<file path="src/rtl/rv_ifu.sv">
// Instruction fetch loop REQ -> WAIT -> OUT with one imem request outstanding; minimum 3 cycles per instruction.
// Holds imem request while imem_req_ready=0 and IF_ID message while id_if_ready=0; redirects win and squash in-flight fetches.
module rv_ifu #(
  parameter int unsigned      WIDTH    = 32,
  parameter logic [WIDTH-1:0] RESET_PC = 32'h8000_0000
) (
  input  logic               clk,
  input  logic               rst,
  output logic               imem_req_valid,
  input  logic               imem_req_ready,
  output logic [WIDTH-1:0]   imem_addr,
  input  logic               imem_rsp_valid,
  input  logic [WIDTH-1:0]   imem_rsp_data,
  input  logic               redirect_valid,
  input  logic [WIDTH-1:0]   redirect_pc,
  output logic [2*WIDTH-1:0] IF_ID_message,
  output logic               if_id_valid,
  input  logic               id_if_ready,
  output logic [31:0]        fetch_cnt
);

  localparam logic [1:0] S_REQ  = 2'd0;
  localparam logic [1:0] S_WAIT = 2'd1;
  localparam logic [1:0] S_OUT  = 2'd2;

  logic [1:0]         state_q, state_d;
  logic [WIDTH-1:0]   pc_q, pc_d;
  logic [WIDTH-1:0]   req_addr_q, req_addr_d;
  logic               kill_q, kill_d;
  logic               out_valid_q, out_valid_d;
  logic [2*WIDTH-1:0] msg_q, msg_d;
  logic [31:0]        fetch_cnt_q, fetch_cnt_d;
  logic [WIDTH-1:0]   redir_tgt;

  assign redir_tgt      = {redirect_pc[WIDTH-1:2], 2'b00};
  assign imem_req_valid = rst & (state_q == S_REQ);
  assign imem_addr      = req_addr_q;
  assign if_id_valid    = rst & out_valid_q & ~redirect_valid;
  assign IF_ID_message  = msg_q;
  assign fetch_cnt      = fetch_cnt_q;

  always_comb begin
    state_d     = state_q;
    pc_d        = pc_q;
    req_addr_d  = req_addr_q;
    kill_d      = kill_q;
    out_valid_d = out_valid_q;
    msg_d       = msg_q;
    fetch_cnt_d = fetch_cnt_q;
    case (state_q)
      S_REQ: begin
        // A redirect cannot retract the presented request; its response is dropped later.
        if (redirect_valid) begin
          pc_d   = redir_tgt;
          kill_d = 1'b1;
        end
        if (imem_req_ready) begin
          state_d = S_WAIT;
        end
      end
      S_WAIT: begin
        if (imem_rsp_valid) begin
          state_d = S_REQ;
          kill_d  = 1'b0;
          if (redirect_valid) begin
            pc_d       = redir_tgt;
            req_addr_d = redir_tgt;
          end else if (kill_q) begin
            req_addr_d = pc_q;
          end else begin
            msg_d       = {req_addr_q, imem_rsp_data};
            out_valid_d = 1'b1;
            pc_d        = req_addr_q + WIDTH'(4);
            state_d     = S_OUT;
          end
        end else if (redirect_valid) begin
          pc_d   = redir_tgt;
          kill_d = 1'b1;
        end
      end
      S_OUT: begin
        if (redirect_valid) begin
          out_valid_d = 1'b0;
          pc_d        = redir_tgt;
          req_addr_d  = redir_tgt;
          state_d     = S_REQ;
        end else if (id_if_ready) begin
          out_valid_d = 1'b0;
          fetch_cnt_d = fetch_cnt_q + 32'd1;
          req_addr_d  = pc_q;
          state_d     = S_REQ;
        end
      end
      default: begin
        state_d = S_REQ;
      end
    endcase
  end

  always_ff @(posedge clk) begin
    if (!rst) begin
      state_q     <= S_REQ;
      pc_q        <= RESET_PC;
      req_addr_q  <= RESET_PC;
      kill_q      <= 1'b0;
      out_valid_q <= 1'b0;
      msg_q       <= '0;
      fetch_cnt_q <= '0;
    end else begin
      state_q     <= state_d;
      pc_q        <= pc_d;
      req_addr_q  <= req_addr_d;
      kill_q      <= kill_d;
      out_valid_q <= out_valid_d;
      msg_q       <= msg_d;
      fetch_cnt_q <= fetch_cnt_d;
    end
  end

endmodule

</file>
<file path="config.mk">
export PLATFORM = sky130hd
export DESIGN_NAME = rv_ifu
export DESIGN_NICKNAME = d
export VERILOG_FILES = /design/src/rtl/rv_ifu.sv
export SDC_FILE = /design/constraint.sdc
export NUM_CORES = 1
export LEC_CHECK = 0
export ABC_AREA = 0
export CAP_MARGIN = 0
export CORE_MARGIN = 1.5
export CORE_UTILIZATION = 40
export CTS_CLUSTER_DIAMETER = 60
export CTS_CLUSTER_SIZE = 20
export DETAILED_ROUTE_END_ITERATION = 6
export PLACE_DENSITY = 0.68
export SYNTH_ARGS = -nofsm -noshare
export SYNTH_HDL_FRONTEND = slang
export SYNTH_SLANG_ARGS = --single-unit
</file>
<file path="constraint.sdc">
create_clock -name clk -period 4.65 [get_ports clk]
set_clock_uncertainty 0.1 [all_clocks]
set_input_delay 1.1625 -clock clk [delete_from_list [all_inputs] [get_ports clk]]
set_output_delay 1.1625 -clock clk [all_outputs]
set_load 0.02 [all_outputs]
</file>
==> results_dict.tcl, run 1 <==
set metrics [dict create \
    fin_util 0.549 \
    max_freq_ghz 0.269 \
    fin_hold_ws_ps 362 \
    worstHoldStart "IF_ID_message[63]" \
    fin_tns_setup_ps 0 \
    avgSynthCellArea_um2 8.67 \
    cts.clk_slew.worst_paths_ps 60 \
    synth_top_cell_by_area "dfxtp_1" \
    htreeDepth 4 \
    r2r_cells 5 \
    syn_nets 949 \
    synth.cell_area_mm2 0.00760 \
    synth_ff_type "dfxtp_1" \
    reg2reg_to "pc_q[31]" \
    max_slew_margin 0.469 \
    cp_max_fo 12 \
    min_period_over_period 0.800 \
    async_flop_share 0 \
    reg2reg_from "imem_addr[14]" \
    synth_warnings 0 \
    netlist_top_cells_area "dfxtp_1, nand2_1, a21boi_0" \
    clock_latency_ps 430 \
    crit_path_start_kind "input pin" \
    min_path_type "register to register" \
    gr-usage-all-layers 0.209 \
    coreArea_mm2 0.0187 \
    grt_max_degree 85 \
    worstSetupPathType "input pin to primary output" \
    cp.arrival_ps 2460 \
    ys_seq_elements 164 \
    antenna_found_initial 0 \
    chipHeight_um 141 \
    cts_made_buffers 17 \
    cp-end-kind "primary output" \
    fin_nets 1112 \
    cts_sinks 164 \
    cts_tree "built" \
    irDropWorstVdd_uv 245 \
    hold_buffers 0 \
    start_util 0.407 \
    grt_pass1_wl_um 33000 \
    power.density_mw_per_mm2 316 \
    max_cap_viol_count 0 \
    worst_pin_slew_ps 796 \
    postRouteAntennaNets 0 \
    port_buffers 197 \
    hold_viol 0 \
    die_w_um 141 \
    vias_per_cell 5.24 \
    die-area_mm2 0.0198 \
    slew_violations 0 \
    whs_path_depth 2 \
    nFillCells 1774 \
    synth_cells 877 \
    cts_setup_buffers 0 \
    status "finished, final reports clean" \
    dr.pass1.iters 5 \
    critPathRequiredTime_ps 3390 \
    gr-total-overflow 0 \
    final_cell_mix "nand2_1, clkdlybuf4s50_1, dfxtp_1" \
    seq_area_frac_synth 0.432 \
    dp_hpwl_um 13500 \
    ctsResizeCount 0 \
    gp_congestion 0.757 \
    whs_endpoint "IF_ID_message[63]" \
    synth.top_cell.area_share 0.432 \
    syn_to_final_growth_pct 35.2 \
    r2r_slack_ps 2380 \
    leakage_uw 0.00395 \
    rows 50 \
    dpl_worst_slack_ps 950 \
    routed-via-count 6739 \
    io_pins 200 \
    layout_commonest_cell "nand2_1" \
    synth_edf_count 0 \
    wl_per_cell_um 16.1 \
    finalCriticalPeriod_ps 3720 \
    worst_slack_ps 931 \
    drt-total-wl_um 20700 \
    cts-root-buf "clkbuf_16" \
    drt_iter0_drc 352 \
    grt_pass1_vias 6237 \
    finalSetupViolations 0 \
    rsz0062_at_grt "false" \
    drive_above_1_share 0.0608 \
    drcViolationCount 0 \
    clockBufferDepth 2 \
    yosysUniqueCellTypes 51 \
    antenna_cells 0 \
]
## critical path, cell delays in order
cell and delay (ps):
buf_2 110, inv_1 290, and3_1 230, clkdlybuf4s50_1 670
## cell usage after synthesis, drive strengths merged, types with 13 or more instances
library cell and count:
buf 25, a21boi 70, mux2i 33, nand3 21, nand2 207, o211a 29, nand4 13, clkbuf 40
o21ai 31, and2 31, nor4 20, xor2 19, xnor2 32, dfxtp 164, a21oi 19, nor2 18
## layer usage
metal  up-vias  wire length [um]  track usage
met5         -                 0            0
met4         0               435       0.0811
met3        21              1090       0.0442
met2       176              9730        0.338
met1      3167              9430        0.274
li1       3375                 -            -
## through the flow
stage	cells	power, uW	instance area [um2]
CTS	1287	3280	10300
global route	1287	3370	10300
finish	1287	3250	10300
detailed placement	1255	1850	9690
floorplan	877	1690	7600
global placement	1255	1850	9690
## power by group
group          internal (uW)  leakage (uW)  switching (uW)
Clock                    812      0.000287             617
Combinational            166       0.00233             158
Sequential              1450       0.00133            49.1
Total                   2420       0.00395             823
## state kept, by name, indices dropped and copies added, names as in the netlist
name and flops:
IF_ID_message 64, fetch_cnt 32, imem_addr 32, pc_q 32, state_q 2, kill_q 1
out_valid_q 1
## final cells by class
class,count,area (um2),share of cell area
Multi-Input combinational cell,636,4000,0.389
Sequential cell,164,3280,0.319
Timing Repair Buffer,209,2070,0.201
Clock buffer,18,439,0.0427
Tap cell,234,293,0.0285
Clock inverter,14,151,0.0147
Inverter,12,45.0,0.00438
## how the worst max path moves through the flow
stage                   start        endpoint  slack, ps  cells past startpoint
6_report       redirect_valid     if_id_valid        930                      4
5_1_grt        redirect_valid     if_id_valid        890                      4
4_1_cts        redirect_valid     if_id_valid        940                      4
3_5_place_dp   redirect_valid     if_id_valid        950                      4
3_3_place_gp   redirect_valid     if_id_valid        970                      4
2_1_floorplan             rst  imem_req_valid       1430                      4
## logic make-up (layout without fill, tap and decap cells)
group                    Yosys count  count (layout)  synth area share
buffers and inverters             77             253            0.0448
adder cells (fa/ha/maj)            2               2           0.00329
AO/OA/AOI/OAI                    192             192             0.188
XOR/XNOR                          51              51            0.0587
multiplexers                      33              33            0.0434
flip-flops                       164             164             0.432
AND/OR/NAND/NOR                  358             358             0.231
Note: power is estimated with default switching activity, not from simulation.
==> inputs of run 2 (changes only) <==
--- a/config.mk
+++ b/config.mk
@@ -12,7 +12,7 @@
 export CTS_CLUSTER_DIAMETER = 60
 export CTS_CLUSTER_SIZE = 20
 export DETAILED_ROUTE_END_ITERATION = 6
-export PLACE_DENSITY = 0.68
+export PLACE_DENSITY = 0.7
 export SYNTH_ARGS = -nofsm -noshare
 export SYNTH_HDL_FRONTEND = slang
 export SYNTH_SLANG_ARGS = --single-unit
==> constraint.sdc (replaced) <==
create_clock -name clk -period 3.1 [get_ports clk]
set_clock_uncertainty 0.1 [all_clocks]
set_input_delay 0.775 -clock clk [delete_from_list [all_inputs] [get_ports clk]]
set_output_delay 0.775 -clock clk [all_outputs]
set_load 0.02 [all_outputs]
==> run 2 against run 1 <==
Against the previous run:
- critical path depth unchanged
- sequential share of layout area is 0.32 points lower
- die area unchanged
- global-route usage decreased by 0.54 points
- clock power grew 49%
- wire length decreased by 2.9%
- setup slack worse by 450 ps
- clock-buffer cell count is 1 lower
- hold slack worse by 1.3 ps
- flip-flop and latch count is the same
- final area is 1.0% higher
- critical path type unchanged
- critical endpoint unchanged
==> results_dict.tcl, run 2 (synthesis results as in run 1) <==
set metrics [dict create \
    fin_hold_ws_ps 361 \
    max_slew_margin 0.514 \
    cts_made_buffers 17 \
    power.density_mw_per_mm2 468 \
    grt_pass1_wl_um 32500 \
    postRouteAntennaNets 0 \
    fin_tns_setup_ps 0 \
    clock_latency_ps 430 \
    drt-total-wl_um 20100 \
    wl_per_cell_um 15.5 \
    cts-root-buf "clkbuf_16" \
    worstSetupPathType "input pin to primary output" \
    cts.clk_slew.worst_paths_ps 70 \
    cp-end-kind "primary output" \
    cts_setup_buffers 0 \
    seq_area_mm2 0.00328 \
    rows 50 \
    irDropWorstVdd_uv 404 \
    grt_max_degree 74 \
    dr.pass1.iters 6 \
    vias_per_cell 5.17 \
    drt_iter0_drc 354 \
    gp_congestion 0.767 \
    cts_tree "built" \
    layout_commonest_cell "nand2_1" \
    status "finished, final reports clean" \
    antenna_found_initial 0 \
    leakage_uw 0.00400 \
    finalPower_uw 4860 \
    largest_reg_flops 64 \
    finalSetupViolations 0 \
    worst_pin_slew_ps 729 \
    antenna_cells 0 \
    p_switching_uw 1230 \
    max_cap_viol_count 0 \
    hold_buffers 0 \
    gr-usage-all-layers 0.204 \
    finalCriticalPeriod_ps 2620 \
    dp_hpwl_um 13500 \
    drcViolationCount 0 \
    pwr-share-clk 0.438 \
    port_buffers 197 \
    multi_input_comb_area_mm2 0.00400 \
    coreArea_mm2 0.0187 \
    cp.arrival_ps 1750 \
    p_comb_frac 0.101 \
    crit_path_start_kind "input pin" \
    min_period_over_period 0.845 \
    drive_above_1_share 0.0696 \
    routed-via-count 6708 \
    clockBufferDepth 2 \
    die-area_mm2 0.0198 \
    cp_max_fo 3 \
    start_util 0.407 \
    critPathRequiredTime_ps 2220 \
    p_seq_frac 0.461 \
    p_sw_frac 0.253 \
    cts_sinks 164 \
    grt_pass1_vias 6240 \
    ctsResizeCount 0 \
    internal_power_uw 3630 \
    gr-total-overflow 0 \
    hold_viol 0 \
    max_freq_ghz 0.382 \
    rsz0062_at_grt "false" \
    min_path_type "register to register" \
    chipHeight_um 141 \
    die_w_um 141 \
    htreeDepth 4 \
    fin_nets 1122 \
    syn_to_final_growth_pct 36.5 \
    slew_violations 0 \
    nFillCells 1723 \
    final_cell_mix "nand2_1, clkdlybuf4s50_1, dfxtp_1" \
    io_pins 200 \
]
-- run 2: cell types whose count changed in the layout (fill, tap and decap cells not counted) --
cell	delta
buf_12	+2
buf_4	+8
clkbuf_8	-1
clkinv_2	-2
clkinvlp_4	+2
inv_6	-1
inv_8	+2
-- run 2: critical path, cell delays in order --
cell,delay [ps]
buf_2,110
inv_1,70
and3_1,140
clkdlybuf4s50_1,640
-- run 2: cell type report --
class / count / area share
Tap cell: 234 / 0.0282
Clock buffer: 17 / 0.0410
Multi-Input combinational cell: 636 / 0.385
Sequential cell: 164 / 0.316
Inverter: 12 / 0.00434
Timing Repair Buffer: 219 / 0.209
Clock inverter: 15 / 0.0164
-- run 2: metrics by stage --
| step | utilization | setup WS, ps | instance area, um2 | cells |
|---|---|---|---|---|
| after floorplan | - | 660 | 7600 | 877 |
| after global placement | 0.523 | 301 | 9790 | 1265 |
| after detailed placement | 0.523 | 300 | 9790 | 1265 |
| after CTS | 0.555 | 470 | 10400 | 1297 |
| after global routing | 0.555 | 415 | 10400 | 1297 |
| final | 0.555 | 479 | 10400 | 1297 |
-- run 2: worst paths after layout --
kind | from | slack (ps) | endpoint | depth (start not counted)
max | redirect_valid | 480 | if_id_valid | 4
min | IF_ID_message[20] | 360 | IF_ID_message[20] | 2
min reg2reg | IF_ID_message[20] | 360 | IF_ID_message[20] | 2
max reg2reg | imem_addr[13] | 850 | pc_q[31] | 5
-- run 2: power by group through the flow --
| stage | registers (uW) | clock network (uW) | logic [uW] |
|---|---|---|---|
| 5_1_grt | 2250 | 2270 | 534 |
| 3_5_place_dp | 2290 | 0 | 492 |
| 4_1_cts | 2240 | 2190 | 496 |
| 2_1_floorplan | 2310 | 0 | 235 |
| 6_report | 2240 | 2130 | 493 |
| 3_3_place_gp | 2290 | 0 | 489 |
-- run 2: per-layer routing --
| metal | track usage | share of wire |
|---|---|---|
| met1 | 0.268 | 0.47 |
| met2 | 0.333 | 0.48 |
| met3 | 0.0414 | 0.045 |
| met4 | 0.0685 | 0.0085 |
| met5 | 0 | 0 |
==> variant 1, RTL diff (config.mk and constraints of run 1) <==
Change the parameter `WIDTH` from 32 to 48.
--- a/src/rtl/rv_ifu.sv
+++ b/src/rtl/rv_ifu.sv
@@ -1,7 +1,7 @@
 // Instruction fetch loop REQ -> WAIT -> OUT with one imem request outstanding; minimum 3 cycles per instruction.
 // Holds imem request while imem_req_ready=0 and IF_ID message while id_if_ready=0; redirects win and squash in-flight fetches.
 module rv_ifu #(
-  parameter int unsigned      WIDTH    = 32,
+  parameter int unsigned      WIDTH    = 48,
   parameter logic [WIDTH-1:0] RESET_PC = 32'h8000_0000
 ) (
   input  logic               clk,
Ports: changed (resized IF_ID_message, imem_addr, imem_rsp_data and redirect_pc); port bits go from 200 to 280. The function was not compared with the original's and may differ.
==> variant 1 against run 1 <==
Synthesized area rose by 32%; design area rose by 36%; setup slack got worse by 0.055 ns; largest cell class unchanged; sequential share of layout area rose by 0.82 points; global-route usage rose by 2.3 points; register-to-register slack got worse by 0.44 ns; power rose by 46%; sequential cell count rose by 64; maximum frequency fell by 1.5%; first-iteration DRC count rose by 120%; routed wire length rose by 50%; non-clock buffer count rose by 89.
==> variant 1: results (changes against run 1) <==
[global_routing]
grt_pass1_wl_mm = 49.41  ; +50%
met2_usage_pct = 39.48  ; +5.7 points
track_usage_pct = 23.24  ; +2.3 points
met1_usage_pct = 30.17  ; +2.8 points
grt_pass1_vias = 9114  ; +46%

[cells_and_area]
n_fill_cell = 2178  ; +23%
bufAreaShareNonClock_pct = 21.16  ; +1.0 points
seqCellArea_um2 = 4564  ; +39%
nMultiInputCombCells = 881  ; +39%
multi_input_area_um2 = 5077  ; +27%
clk_share_pct = 6.394  ; +0.65 points

[detailed_routing]
wl_met3_mm = 2.121  ; +95%
wl_mm = 30.93  ; +50%
vias_per_cell = 5.333  ; +1.8%

[power_and_ir_drop]
switching_power_mw = 1.236  ; +50%
pg_seq_mw = 2.10  ; +40%
p_comb_share_pct = 10.5  ; +0.5 points
power_frac_seq_pct = 44.1  ; -2.0 points

[clock_tree]
cts_max_path_buffers = 3  ; +1

[yosys]
synth_compound_area_share_pct = 18.35  ; -0.40 points
synth_mux_area_share_pct = 3.793  ; -0.55 points
synthAdderAreaFrac_pct = 0.2495  ; -0.080 points
ys_top_cells_by_count = nand2_1 (273), dfxtp_1 (228), a21oi_1 (121)
synth.area.top_cells = dfxtp_1 (46%), nand2_1 (10%), a21oi_1 (6.0%)
synth-seq-cells = 228  ; +39%

[outcome]
status = completed

[setup_path]
cp.arrival_ns = 2.51  ; +0.05 ns

[sta]
tightest_slew_ns = 1.030  ; +0.2344 ns

-- variant 1: cell count changes after synthesis, sizes merged, moves of 14 or more --
cell	change
a211oi	+22
a21boi	-66
a21oi	+102
and2	-24
clkbuf	+18
dfxtp	+64
nand2	+66
nand3	+26
nor2	+70
nor4	-14
xor2	+15
-- variant 1: stage by stage --
stage	std cells	setup slack [ns]	instance area (um2)	hold WS, ns
floorplan	1209	1.347	10030	0.3432
global placement	1743	0.8686	13040	0.3409
detailed placement	1743	0.8543	13040	0.3453
CTS	1789	0.8520	13930	0.3537
global route	1789	0.7620	13930	0.3722
finish	1789	0.8755	13930	0.3508
-- variant 1: path summary, 6_finish.rpt --
check	startpoint	to	cells past startpoint
worst min register to register	IF_ID_message[52]	IF_ID_message[52]	2
worst min-delay path	IF_ID_message[52]	IF_ID_message[52]	2
worst max-delay path	rst	imem_req_valid	4
worst max register to register	imem_addr[10]	pc_q[41]	6
==> variant 2, RTL diff (settings of run 1) <==
Without the edit above. Make the reset (`rst`) asynchronous in one clocked block.
--- a/src/rtl/rv_ifu.sv
+++ b/src/rtl/rv_ifu.sv
@@ -97,7 +97,7 @@
     endcase
   end
 
-  always_ff @(posedge clk) begin
+  always_ff @(posedge clk or negedge rst) begin
     if (!rst) begin
       state_q     <= S_REQ;
       pc_q        <= RESET_PC;
Check against the original RTL: differs if rst is asserted again (counterexample within 4 cycles, from zero or initial values and one cycle with rst low); with rst held inactive, the same outputs for 4 cycles.
==> variant 2 against run 1 <==
Maximum frequency grew 9.5%; global-route usage shrank 0.11 points; design area grew 0.35%; routed wire length shrank 4.2%; setup slack gained 0.32 ns; critical path type unchanged; count of clock-buffer cells in the layout grew 5; highest routed layer is now met5; synthesized cell count shrank 13%; sequential cell count is the same; synthesized area shrank 0.74%.
Power is not compared: it rests on default switching activity, and its combinational part moved more than twofold at a synthesized area within 25%.
==> variant 2: results (changes against run 1) <==
[detailed_routing]
routedWlPerCell_um = 16.50  ; +2.6%
vias = 6168  ; -8.5%
wl_mm = 19.83  ; -4.2%
dr.pass1.iters = 4  ; -1
drtIter0Drc = 368  ; +4.5%

[yosys]
syn_area_per_cell_um2 = 9.842  ; +13%
ys_top_cells_by_count = nand2_1 (215), dfrtp_1 (162), nor2_1 (55)
synth.area.top_cells = dfrtp_1 (54%), nand2_1 (11%), mux2i_1 (4.1%)
yosysWarnings = 0  ; unchanged
yosys.cell_types.count = 51  ; unchanged
ys_seq_area_share_pct = 54.40  ; +11 points
synthFlopType = dfrtp_1
synth_fp_nets = 839  ; -12%
synthArstFlopShare_pct = 100.0  ; +100 points

[setup_path]
crit_fanout = 4  ; -8
cp.arrival_ns = 2.13  ; -0.33 ns

[placed_design]
pre_cts_slack_ns = 1.054  ; +0.1035 ns
place_hpwl_mm = 13.14  ; -2.8%
dp.cells = 1169  ; -6.9%
portBuffers = 197  ; unchanged
placed_cell_area_um2 = 9701  ; +0.13%
gp_congestion = 0.7841  ; +3.6%

[clock_tree]
cts_resized = 0  ; unchanged
htree_num_levels = 4  ; unchanged
cts_max_path_buffers = 2  ; unchanged
clk_pin_slew_worst_paths_ns = 0.06  ; about the same
cts_root_buf = clkbuf_16
cts_buffers = 17  ; unchanged
insertion_delay_ns = 0.42
post-cts-setup-buffer-count = 0  ; unchanged

[sta]
tightest_slew_ns = 0.9702  ; +0.1742 ns

[cells_and_area]
drive_gt1_share_pct = 6.515  ; +0.44 points
final_nets = 1026  ; -7.7%
largest_register_ffs = 64  ; unchanged

[flow_run]
drv_cap = 0  ; unchanged

[global_routing]
track_usage_pct = 20.79  ; -0.11 points
grt_max_degree = 164  ; +93%
grt_pass1_wl_mm = 32.40  ; -1.7%
antenna_found_initial = 2  ; +2
grt_pass1_vias = 6131  ; -1.7%

[power_and_ir_drop]
cellLeakagePower_nw = 4.616
irDropWorstVdd_uv = 329.0

[outcome]
status = completed

[hold_path]
hold_class = reg2reg

variant 2: cells by family (layout without fill, tap and decap cells):
family	after synthesis	after routing	share of synthesized area [%]
AOI/OAI and AO/OA	106	106	8.487
xor gates and xnor gates	58	58	6.730
adders and majority gates	2	2	0.3315
buffers and inverters	51	251	3.149
DFF	164	164	54.40
muxes	31	31	4.111
other	0	1	0
and+or+nand+nor	355	355	22.79
variant 2: layout make-up:
cell class                      instances  area (um2)
Fill cell                            1679        8265
Sequential cell                       164        4106
Antenna cell                            1       2.502
Timing Repair Buffer                  206        2048
Clock inverter                          9       153.9
Inverter                               13       48.80
Clock buffer                           23       457.9
Multi-Input combinational cell        552        3204
Tap cell                              234       292.8
variant 2: power by group:
part	internal, mW	switching, mW
Clock	0.915	0.573
Combinational	0.915	1.02
Sequential	1.82	0.380
Total	3.65	1.98
variant 2: per-layer routing:
metal,wire [um],part of all wire [%],vias to the layer above,track usage (%)
met5,13,0.066,-,0
met4,278,1.4,2,6.150
met3,1353,6.8,22,6.222
met2,9290,47,181,32.54
met1,8891,45,3003,27.92
li1,-,-,2960,-
variant 2: final timing paths:
check | from | to | slack, ns | cells past startpoint
setup / recovery | rst | imem_req_valid | 1.25 | 3
hold / removal | fetch_cnt[31] | fetch_cnt[31] | 0.37 | 1
setup reg to reg | state_q[0] | imem_addr[24] | 2.19 | 5
hold reg to reg | fetch_cnt[31] | fetch_cnt[31] | 0.37 | 1
max in group asynchronous | rst | pc_q[29] | 2.92 | 2
min in group asynchronous | rst | out_valid_q | 0.42 | 1
variant 2: critical path, cell delays in order:
cell,delay [ns]
buf_6,0.09
nor3b_1,0.19
clkdlybuf4s50_1,0.68
